**src/rtl/sd_sector_arbiter.sv**
```systemverilog
// Two-requester front end for the mist_io SD sector port: round-robin grant,
// latched LBA/command, ack-driven handshake with ISSUE timeout, buffer steering.
module sd_sector_arbiter #(
    parameter int TIMEOUT = 50_000_000
) (
    input  logic        clk_sys,
    input  logic        reset,

    input  logic [31:0] req0_lba,
    input  logic        req0_rd,
    input  logic        req0_wr,
    input  logic [7:0]  req0_buff_din,
    output logic        req0_ack,
    output logic        req0_buff_wr,
    output logic        req0_done,
    output logic        req0_err,

    input  logic [31:0] req1_lba,
    input  logic        req1_rd,
    input  logic        req1_wr,
    input  logic [7:0]  req1_buff_din,
    output logic        req1_ack,
    output logic        req1_buff_wr,
    output logic        req1_done,
    output logic        req1_err,

    output logic [31:0] sd_lba,
    output logic        sd_rd,
    output logic        sd_wr,
    input  logic        sd_ack,
    input  logic        sd_buff_wr,
    output logic [7:0]  sd_buff_din
);

    localparam int CW = $clog2(TIMEOUT + 1);
    localparam logic [CW-1:0] CNT_LAST = CW'(TIMEOUT - 1);

    typedef enum logic [2:0] {
        IDLE,
        ISSUE,
        XFER,
        DONE,
        ERR
    } state_t;

    state_t        state;
    logic          owner;
    logic          last;
    logic [CW-1:0] cnt;
    logic          ack_m;
    logic          ack_s;

    logic pend0;
    logic pend1;
    logic grant1;
    logic port_busy;

    // On a tie the requester that was not served last wins.
    always_comb begin
        pend0     = req0_rd | req0_wr;
        pend1     = req1_rd | req1_wr;
        grant1    = pend1 & (~pend0 | ~last);
        port_busy = (state == ISSUE) || (state == XFER);
    end

    assign req0_buff_wr = sd_buff_wr & port_busy & ~owner;
    assign req1_buff_wr = sd_buff_wr & port_busy &  owner;
    assign sd_buff_din  = owner ? req1_buff_din : req0_buff_din;

    always_ff @(posedge clk_sys) begin
        if (reset) begin
            state     <= IDLE;
            owner     <= 1'b0;
            last      <= 1'b1;
            cnt       <= '0;
            ack_m     <= 1'b0;
            ack_s     <= 1'b0;
            sd_lba    <= '0;
            sd_rd     <= 1'b0;
            sd_wr     <= 1'b0;
            req0_ack  <= 1'b0;
            req1_ack  <= 1'b0;
            req0_done <= 1'b0;
            req1_done <= 1'b0;
            req0_err  <= 1'b0;
            req1_err  <= 1'b0;
        end else begin
            ack_m     <= sd_ack;
            ack_s     <= ack_m;
            req0_done <= 1'b0;
            req1_done <= 1'b0;
            req0_err  <= 1'b0;
            req1_err  <= 1'b0;

            case (state)
                IDLE: begin
                    if (pend0 | pend1) begin
                        owner <= grant1;
                        last  <= grant1;
                        cnt   <= '0;
                        state <= ISSUE;
                        if (grant1) begin
                            sd_lba <= req1_lba;
                            sd_rd  <= req1_rd;
                            sd_wr  <= req1_wr & ~req1_rd;
                        end else begin
                            sd_lba <= req0_lba;
                            sd_rd  <= req0_rd;
                            sd_wr  <= req0_wr & ~req0_rd;
                        end
                    end
                end

                // An ack that lands on the final count still wins over the abort.
                ISSUE: begin
                    cnt <= cnt + 1'b1;
                    if (ack_s) begin
                        state    <= XFER;
                        sd_rd    <= 1'b0;
                        sd_wr    <= 1'b0;
                        req0_ack <= ~owner;
                        req1_ack <=  owner;
                    end else if (cnt == CNT_LAST) begin
                        state    <= ERR;
                        sd_rd    <= 1'b0;
                        sd_wr    <= 1'b0;
                        req0_err <= ~owner;
                        req1_err <=  owner;
                    end
                end

                XFER: begin
                    if (!ack_s) begin
                        state     <= DONE;
                        req0_ack  <= 1'b0;
                        req1_ack  <= 1'b0;
                        req0_done <= ~owner;
                        req1_done <=  owner;
                    end
                end

                DONE:    state <= IDLE;
                ERR:     state <= IDLE;
                default: state <= IDLE;
            endcase
        end
    end

endmodule
```
**config.mk**
```make
export PLATFORM = sky130hd
export DESIGN_NAME = sd_sector_arbiter
export DESIGN_NICKNAME = d
export VERILOG_FILES = /design/src/rtl/sd_sector_arbiter.sv
export SDC_FILE = /design/constraint.sdc
export NUM_CORES = 1
export LEC_CHECK = 0
export BUFFER_PORTS_ARGS = -buffer_cell sky130_fd_sc_hd__buf_2
export CAP_MARGIN = 0
export CORE_ASPECT_RATIO = 1.5
export CORE_MARGIN = 2
export CORE_UTILIZATION = 34
export CTS_BUF_LIST = sky130_fd_sc_hd__clkbuf_8
export DETAILED_ROUTE_END_ITERATION = 10
export REMOVE_ABC_BUFFERS = 1
export SLEW_MARGIN = 10
export SYNTH_ARGS = -nofsm -noshare
export SYNTH_HDL_FRONTEND = slang
export SYNTH_SLANG_ARGS = --single-unit
```
**constraint.sdc**
```tcl
create_clock -name clk_sys -period 2.8 [get_ports clk_sys]
set_input_delay 0.56 -clock clk_sys [delete_from_list [all_inputs] [get_ports clk_sys]]
set_output_delay 0.56 -clock clk_sys [all_outputs]
set_load 0.03 [all_outputs]
```
# After elaboration in Yosys (flattened, before gate mapping)
# Index checks and enable logic that the tools add are counted.
[word_totals] regBits=73 output_inout_bits=50
[classes] add_sub_neg=1 eq_ne=7 n_mux=22 bitwise=18 reduce_logical=11
[op_table] operator="$pmux 26 s2" n=1
[op_table] operator="$mux 32" n=1
[op_table] operator="$add 26x1->26 const B" n=1
[op_table] operator="$eq 26x26->1 const B" n=1
[op_table] operator="$mux 26" n=1
[op_table] operator="$mux 3" n=4
[op_table] operator="$mux 1" n=9
[op_table] operator="$pmux 3 s3" n=1
[op_table] operator="$reduce_and 3->1" n=3
[op_table] operator="$mux 8" n=1
[op_table] operator="$not 1->1" n=8
[op_table] operator="$pmux 1 s2" n=4
[op_table] operator="$and 1x1->1" n=6
[op_table] operator="$ne 2x2->1 const B" n=3
[op_table] operator="$or 1x1->1" n=4
[op_table] operator="$reduce_and 2->1" n=2
[op_table] operator="$reduce_bool 2->1" n=2
[op_table] operator="$reduce_or 4->1" n=1
[op_table] operator="$eq 3x1->1 const B" n=1
[op_table] operator="$eq 3x2->1 const B" n=1
[op_table] operator="$logic_not 3->1" n=1
[op_table] operator="$ne 3x2->1 const B" n=1
[op_table] operator="$reduce_or 3->1" n=1
[op_table] operator="$logic_or 1x1->1" n=1

# Depth between registers and ports, before layout
# Gate-level depths: netlist of the first run.
[depth] depth_word=7 depth_mapped=7 ltp_nobuf=6

# Worst setup path before layout of the first run
# No wires, ideal clock.
[synth_timing] path_kind="register to output" start="register state[0]" end="output port req0_buff_wr" arrival_ns=1.612 required_time_ns=2.240 slack_ns=0.628 path_stages_with_launch=5 n_path_buf=1 path_cell_list="dfxtp_1 -> nor3b_1 -> clkbuf_1 -> o21ai_0 -> nor2_1"
[synth_via] elab_chain_len=4
[synth_lines] element="from (decl)" line="46" source="state_t state;"
[synth_lines] element="from (signal assigned)" line="72" source="state <= IDLE;"
[synth_lines] element="from (signal assigned)" line="101" source="state <= ISSUE;"
[synth_lines] element="from (signal assigned)" line="118" source="state <= XFER;"
[synth_lines] element="$eq 3x1->1 / $eq 3x2->1 (equally long branches)" line="63" source="port_busy = (state == ISSUE) || (state == XFER);"
[synth_lines] element="$logic_or 1x1->1 (*)" line="63"
[synth_lines] element="$and 1x1->1 (*) (2 in series)" line="66" source="assign req0_buff_wr = sd_buff_wr & port_busy & ~owner;"
[synth_lines] element="to (decl)" line="14" source="output logic req0_buff_wr,"
# Every way passes the cells marked *; elsewhere a longest branch is shown, timed or not.

# Worst setup path in the final report of the first run
# Same ends and word-level chain as after synthesis.

==> results of run 1 <==
[power breakdown]
part	switching (mW)	total [mW]	internal (mW)
sequential	0.0419	1.15	1.11
combinational	0.378	0.599	0.221
clock	0.394	0.705	0.311
[logic make-up after synthesis]
| logic type | after synthesis |
|---|---|
| and+or+nand+nor | 140 |
| AOI/OAI and AO/OA | 97 |
| DFF | 73 |
| muxes | 42 |
| buffers and inverters | 31 |
| adders and majority gates | 1 |
[worst max-delay path: cells and delay by family (launching register included)]
| family | cells | cell delay [ps] |
|---|---|---|
| AOI/OAI and AO/OA | 1 | 140 |
| buffers and inverters | 2 | 440 |
| DFF | 1 | 400 |
| and+or+nand+nor | 2 | 310 |
[synth_stat cells, types with 2 or more instances]
cell type   n
o41ai_1     2
nor2_1     61
a311oi_1    4
a21oi_1    23
nor4_1      2
clkbuf_1   21
nand4_1     8
or4_1      11
o21a_1      2
nor3_1      7
o311ai_0    8
o211ai_1    2
mux2i_1    33
and3_1      5
nand4b_1    4
nand2_1    16
inv_1       4
nor2b_1     3
o31ai_1     3
buf_2       4
a211oi_1   33
a31oi_1     3
nand3b_1    2
dfxtp_1    73
or3_1       3
o21ai_0     9
mux2_2      9
nand3_1    10
[area by class of cell]
class	instances	area [um^2]	area share
Timing Repair Buffer	145	746	0.171
Sequential cell	73	1460	0.335
Inverter	4	15.0	0.00344
Multi-Input combinational cell	280	1840	0.421
Clock buffer	9	124	0.0284
Tap cell	115	144	0.0329
Clock inverter	7	38.8	0.00888
[stage by stage]
step	TNS, ps	power, mW	instance area (um^2)
5_1_grt	0	2.58	4370
3_3_place_gp	0	1.77	4210
3_5_place_dp	0	1.78	4210
4_1_cts	0	2.48	4370
2_1_floorplan	-16170	1.56	3300
6_report	0	2.45	4370
[worst max-delay path by stage]
stage                                   endpoint                  start  slack (ps)
final                               req0_buff_wr  state[0]$_SDFFE_PP0P_         590
after global routing        cnt[25]$_SDFFE_PP0P_    cnt[7]$_SDFFE_PP0P_         400
after CTS                           req1_buff_wr  state[0]$_SDFFE_PP0P_         560
after global placement       cnt[9]$_SDFFE_PP0P_                req1_wr         670
after floorplan           sd_lba[0]$_SDFFE_PP0P_                req1_wr        -470
after detailed placement     cnt[9]$_SDFFE_PP0P_                req1_wr         590
[per-layer routing]
layer / track usage / vias up / share of wire
met3: 0.0293 / 13 / 0.055
met5: 0 / - / 0
met1: 0.187 / 1506 / 0.40
met4: 0.0868 / 0 / 0.023
met2: 0.298 / 106 / 0.52
li1: - / 1703 / -
[layout by cell type, fill, tap and decap left out, types with 2 or more instances in the layout]
cell type and count:
mux2_2 9, mux2i_1 33, nor2b_1 3, nor3_1 7, and3_1 5, a211oi_1 33, nor4_1 2, nor2_1 61
o311ai_0 8, or3_1 3, nand3_1 10, o21a_1 2, nand2_1 16, dfxtp_1 73, clkinvlp_4 2, a21oi_1 23
inv_1 5, buf_4 8, a31oi_1 3, or4_1 11, nand4b_1 4, nand4_1 8, o31ai_1 3, nand3b_1 2
a311oi_1 4, clkbuf_8 9, o211ai_1 2, o21ai_0 9, buf_2 137, clkinv_2 4
==> summary.txt, run 1 <==
Power and ir drop
  – Maximum vdd drop: 0.328 mV
  – P per Cell Area: 562 nW/um^2
  – P_leak: 1.92 nW

Synthesis
  – Top FF cell, synth: dfxtp_1
  – Post-synth EDFFs: 0
  – Synth Cell Area: 3410 um^2
  – Synth Area in Compound Gates: 0.196
  – Yosys top cell area share: 0.429
  – Netlist cell types: 47
  – Synth Area in Adders: 0.00367
  – Seq/Total Area, Yosys: 0.429
  – Synth Warn #: 0
  – Top post-synthesis cells by area: dfxtp_1 43%, mux2i_1 9.7%, a211oi_1 7.3%
  – Post-Synth Simple-Gate Area: 0.208
  – Mapped Avg Cell Area: 8.88 um^2
  – Flops & latches, synth: 73
  – Post-synthesis xor/xnor area fraction: 0
  – Main combinational cell family by area after synthesis: simple AND/OR/NAND/NOR gates
  – Area leader, netlist: dfxtp_1
  – Synth Instances: 384
  – Async set or reset register ratio after synthesis: 0
  – Post-synthesis mux area share: 0.127

STA
  – FMAX: 452 MHz
  – Final setup vio count: 0
  – Unrepaired setup endpoints after global routing: false
  – Tcrit/Tclk final: 0.791
  – Worst-Margin Slew: 599 ps
  – Final critical-path setup slack: 586 ps
  – Worst Clk Skew: 4.73 ps
  – Worst hold slack: 420 ps
  – Fin. Hold Viols: 0
  – Worst rel slew slack: 0.598
  – Post-layout min period: 2210 ps
  – Max Slew Vio Count: 0

Setup path
  – Reg2Reg Setup Slack: 650 ps
  – Crit path cell chain: nor3b_1 -> buf_4 -> o21ai_0 -> nor2_1 -> buf_2
  – CP endpoint kind: output port
  – Req. time, crit path: 2240 ps
  – Crit Path Max Fanout: 14
  – Slowest cell on the critical path: dfxtp_1
  – Startpoint Class: flip-flop
  – Max incr delay on CP: 400 ps
  – Reg2reg end: cnt[25]$_SDFFE_PP0P_
  – Crit path DAT: 1650 ps
  – Reg2reg path depth: 5
  – Reg-to-Reg Start: cnt[7]$_SDFFE_PP0P_
  – Crit path kind: flip-flop to output port

Cells and area
  – Post-layout util: 0.448
  – Most flops, register: sd_lba
  – Biggest regs: sd_lba x32, cnt x26, state x3
  – Max FFs per register: 32
  – Layout cell share with drive strength beyond 1: 0.336
  – N_diodes: 0
  – Fin nets: 602
  – Fillcell total: 955
  – Area Growth Syn to Fin: 28.1%
  – Final cell count without fillers: 633

Floorplanning
  – Full die area: 10900 um^2
  – IO Count: 138
  – Core Box Area: 9740 um^2
  – Starting density of the core: 0.350
  – Die width: 85.8 um
  – Rows: 44
  – Chip Height: 127 um

Clock network
  – Hold Buf Count CTS: 0
  – Post-CTS sizing: 0
  – CTS tree: done
  – Clock Sinks: 73
  – Clk pin slew, worst setup/hold paths: 70 ps
  – Post-CTS Setup Repair Bufs: 0
  – H-tree levels: 3
  – Clock Root Buffer: clkbuf_8
  – Clk Latency, worst-skew pair: 350 ps
  – CTS buffer count: 9
  – Bufs on Longest Clock Path: 2

Detailed routing
  – Vias per cell: 5.26
  – Detailed Route WL: 8.97 mm
  – Final routed DRC violation total: 0
  – Antenna viol nets, final: 0
  – Drt first pass iters: 4
  – Vias: 3328
  – Wire length per cell: 14.2 um
  – Iteration-0 DRC Markers: 114

Run
  – Max-Cap Viols: 0

Global route
  – Vias in the first global route: 3187
  – GR Util All Layers: 0.167
  – Initial antenna violation count: 0
  – Grt ovf: 0
  – Pin count of the biggest net entering global routing: 42
  – First-pass GRT wire length: 14.6 mm

Worst hold path
  – Hold Path Stages: 2
  – WHS Endpoint: ack_m$_SDFF_PP0_
  – Hold path start: sd_ack
  – Min-Delay Path Class: input pin to flip-flop

Placement
  – Pre-CTS setup slack: 592 ps
  – HPWL Detailed: 6.69 mm
  – GP Congestion: 0.802
  – Inst Count DP: 617
  – IO buf count: 137

Status
  – Status: finished, final reports clean
No activity file was read; power rests on OpenSTA's default activity.
==> inputs of run 2 (changes only) <==
Settings changed: ABC_AREA set to 1.
Clock period 2.8 ns to 1.8 ns, I/O delays scaled along.
==> run 2 against run 1 <==
Final area is 15% higher. Register-to-register slack worse by 440 ps. Highest routed layer unchanged. Global-route usage is 0.87 points higher. Largest power group unchanged. Largest cell class unchanged. Sequential power is 56% higher. Critical path type unchanged. Clock-buffer cell count is 1 higher. Power is 74% higher.
==> summary.txt, run 2 <==
Setup path
  – Crit Path Max Fanout: 12 (-2)
  – Crit path cell chain: inv_1 -> nand2_1 -> nand2_1 -> buf_2
  – Reg2Reg Setup Slack: 210 ps (-440 ps)
  – Max incr delay on CP: 320 ps (-80 ps)
  – CP endpoint kind: output port
  – Req. time, crit path: 1440 ps (-800 ps)
  – Crit path DAT: 1330 ps (-320 ps)
  – Crit path kind: flip-flop to output port
  – Slowest cell on the critical path: dfxtp_1
  – Worst path most repeated cell: nand2_1
  – Startpoint Class: flip-flop

Detailed routing
  – Metal-1 WL: 4.52 mm (+26%)
  – Iteration-0 DRC Markers: 164 (+44%)
  – Met3 WL: 656 um (+33%)
  – Met2 WL post-DR: 5.54 mm (+18%)
  – Uppermost layer routed: met4
  – Vias: 4173 (+25%)
  – Wire length per cell: 12.3 um (-13%)
  – Drt first pass iters: 6 (+2)
  – Vias per cell: 4.72 (-10%)
  – Antenna viol nets, final: 0 (unchanged)
  – Detailed Route WL: 10.9 mm (+22%)
  – Final routed DRC violation total: 0 (unchanged)

STA
  – Unrepaired setup endpoints after global routing: false
  – Post-layout min period: 1690 ps
  – Fin. Hold Viols: 0 (unchanged)
  – Tcrit/Tclk final: 0.936
  – Worst rel slew slack: 0.751 (+0.153)
  – Final setup vio count: 0 (unchanged)
  – Max Slew Vio Count: 0 (unchanged)
  – Worst Clk Skew: 9.80 ps (+5.06 ps)
  – Worst-Margin Slew: 373 ps (-225 ps)
  – FMAX: 593 MHz
  – Worst hold slack: 221 ps (-199 ps)

Synthesis
  – Post-synth EDFFs: 0 (unchanged)
  – Top FF cell, synth: dfxtp_1
  – Top post-synthesis cells by area: dfxtp_1 37%, nand2_1 18%, inv_1 7.8%
  – Synth Warn #: 0 (unchanged)
  – Yosys top cell area share: 0.374 (-0.0549)
  – Mapped Avg Cell Area: 6.62 um^2 (-25%)
  – Netlist cell types: 30 (-36%)
  – Flops & latches, synth: 73 (unchanged)
  – Area leader, netlist: dfxtp_1
  – Synth top cells by count: 185 x nand2_1, 81 x inv_1, 73 x dfxtp_1
  – Top-count cell post-synth: nand2_1
  – Seq/Total Area, Yosys: 0.374 (-0.0549)
  – Synth Cell Area: 3910 um^2 (+15%)
  – Synth Instances: 591 (+54%)
  – Async set or reset register ratio after synthesis: 0 (unchanged)

Cells and area
  – Commonest non-fill, non-tap cell in the layout: nand2_1
  – Post-Layout Inst Area: 5040 um^2 (+15%)
  – Most frequent cells in the layout: 184 x nand2_1, 135 x buf_2, 81 x inv_1
  – Post-layout util: 0.444 (-0.00436)
  – Layout cell share with drive strength beyond 1: 0.272 (-0.0638)
  – Area Growth Syn to Fin: 28.9%
  – Biggest regs: sd_lba x32, cnt x26, state x3
  – Max FFs per register: 32 (unchanged)
  – N_diodes: 0 (unchanged)
  – Fin nets: 819 (+36%)
  – Final cell count without fillers: 885 (+40%)
  – Most flops, register: sd_lba

Power and ir drop
  – Sw Ratio: 0.323 (-0.00881)
  – P_leak: 2.55 nW (+33%)
  – Clock power frac: 0.344 (+0.057)
  – Comb pwr share: 0.238 (-0.006)
  – Total chip power: 4.28 mW (+74%)
  – P per Cell Area: 849 nW/um^2 (+51%)
  – Pint: 2.90 mW (+77%)
  – Maximum vdd drop: 0.437 mV (+33%)
  – Reg power frac: 0.418 (-0.051)
  – Switch Pwr: 1.38 mW (+70%)

Global route
  – Grt ovf: 0 (unchanged)
  – First-pass GRT wire length: 17.8 mm (+22%)
  – GR Util All Layers: 0.176 (+0.00873)
  – Pin count of the biggest net entering global routing: 62 (+48%)
  – Vias in the first global route: 3948 (+24%)
  – Initial antenna violation count: 0 (unchanged)

Floorplanning
  – Chip Height: 135 um (+6.9%)
  – Full die area: 12400 um^2 (+14%)
  – IO Count: 138 (unchanged)
  – Starting density of the core: 0.344 (-0.00543)
  – Rows: 48 (+9.1%)
  – Core Box Area: 11400 um^2 (+16%)
  – Die width: 91.6 um (+6.8%)

Clock network
  – Clock Root Buffer: clkbuf_8
  – CTS buffer count: 9 (unchanged)
  – H-tree levels: 3 (unchanged)
  – Bufs on Longest Clock Path: 2 (unchanged)
  – Clk pin slew, worst setup/hold paths: 80 ps (about the same)
  – Clk Latency, worst-skew pair: 350 ps (about the same)
  – Clock Sinks: 73 (unchanged)
  – CTS tree: done

Placement
  – Inst Count DP: 864 (+40%)
  – HPWL Detailed: 8.19 mm (+22%)
  – IO buf count: 137 (unchanged)
  – Placed cell area: 4760 um^2 (+13%)
  – GP Congestion: 0.877 (+9.3%)

Run
  – Max-Cap Viols: 0 (unchanged)

Worst hold path
  – Min-Delay Path Class: input pin to flip-flop

Status
  – Status: finished, final reports clean
## run 2: cell types whose count changed in the layout (fill, tap and decap cells not counted), moves of 18 or more
cell,before,now
a211oi_1,33,0
nor2_1,61,43
o211ai_1,2,32
mux2i_1,33,0
inv_1,5,81
nand3_1,10,55
nand2_1,16,184
## run 2: layout make-up
type	count	area (um^2)
fill	1196	6310
multi-input combinational	406	1980
sequential	73	1460
timing repair buffer	153	848
inverter	87	329
tap	150	188
clock buffer	10	138
clock inverter	6	90.1
## run 2: logic make-up after synthesis
kind of cell,share of synthesized area
compound gates,0.121
fa+ha+maj,0.00320
buf+inv,0.120
flops,0.374
simple gates,0.382
## run 2: power groups by stage
stage	clock network [mW]	registers, mW	logic, mW
final	1.47	1.79	1.02
after global routing	1.58	1.80	1.12
after CTS	1.51	1.79	1.01
after detailed placement	0	1.82	1.01
after global placement	0	1.82	0.994
after floorplan	0	2.00	0.431
## run 2: worst paths after layout
check / to / startpoint / depth (start not counted)
worst min register to register: ack_s$_SDFF_PP0_ / ack_m$_SDFF_PP0_ / 2
worst min-delay path: ack_m$_SDFF_PP0_ / sd_ack / 3
worst max register to register: cnt[24]$_SDFFE_PP0P_ / cnt[0]$_SDFFE_PP0P_ / 8
worst max-delay path: sd_buff_din[1] / owner$_SDFFE_PP0P_ / 4
## run 2: timing repair
action,in CTS,in global routing
hold buffers,0,0
buffers inserted,0,5
pin swaps,1,2
endpoints found under the setup margin,2,2
gates resized for setup,2,2
## run 2: critical path: cells and delay by family, from the launching register on
family	cells	cell delay [ps]
flops	1	320
simple gates	2	170
buf+inv	2	480
## run 2: through the flow
| step | setup slack (ps) | setup TNS, ps |
|---|---|---|
| final | 114 | 0 |
| after global routing | 15.6 | 0 |
| after CTS | 9.22 | 0 |
| after detailed placement | 231 | 0 |
| after global placement | 278 | 0 |
| after floorplan | -64.1 | -2050 |
## run 2: per-layer routing
layer  vias up  track usage
met2       125        0.313
met5         -            0
li1       2174            -
met1      1862        0.203
met4         0       0.0673
met3        12       0.0412
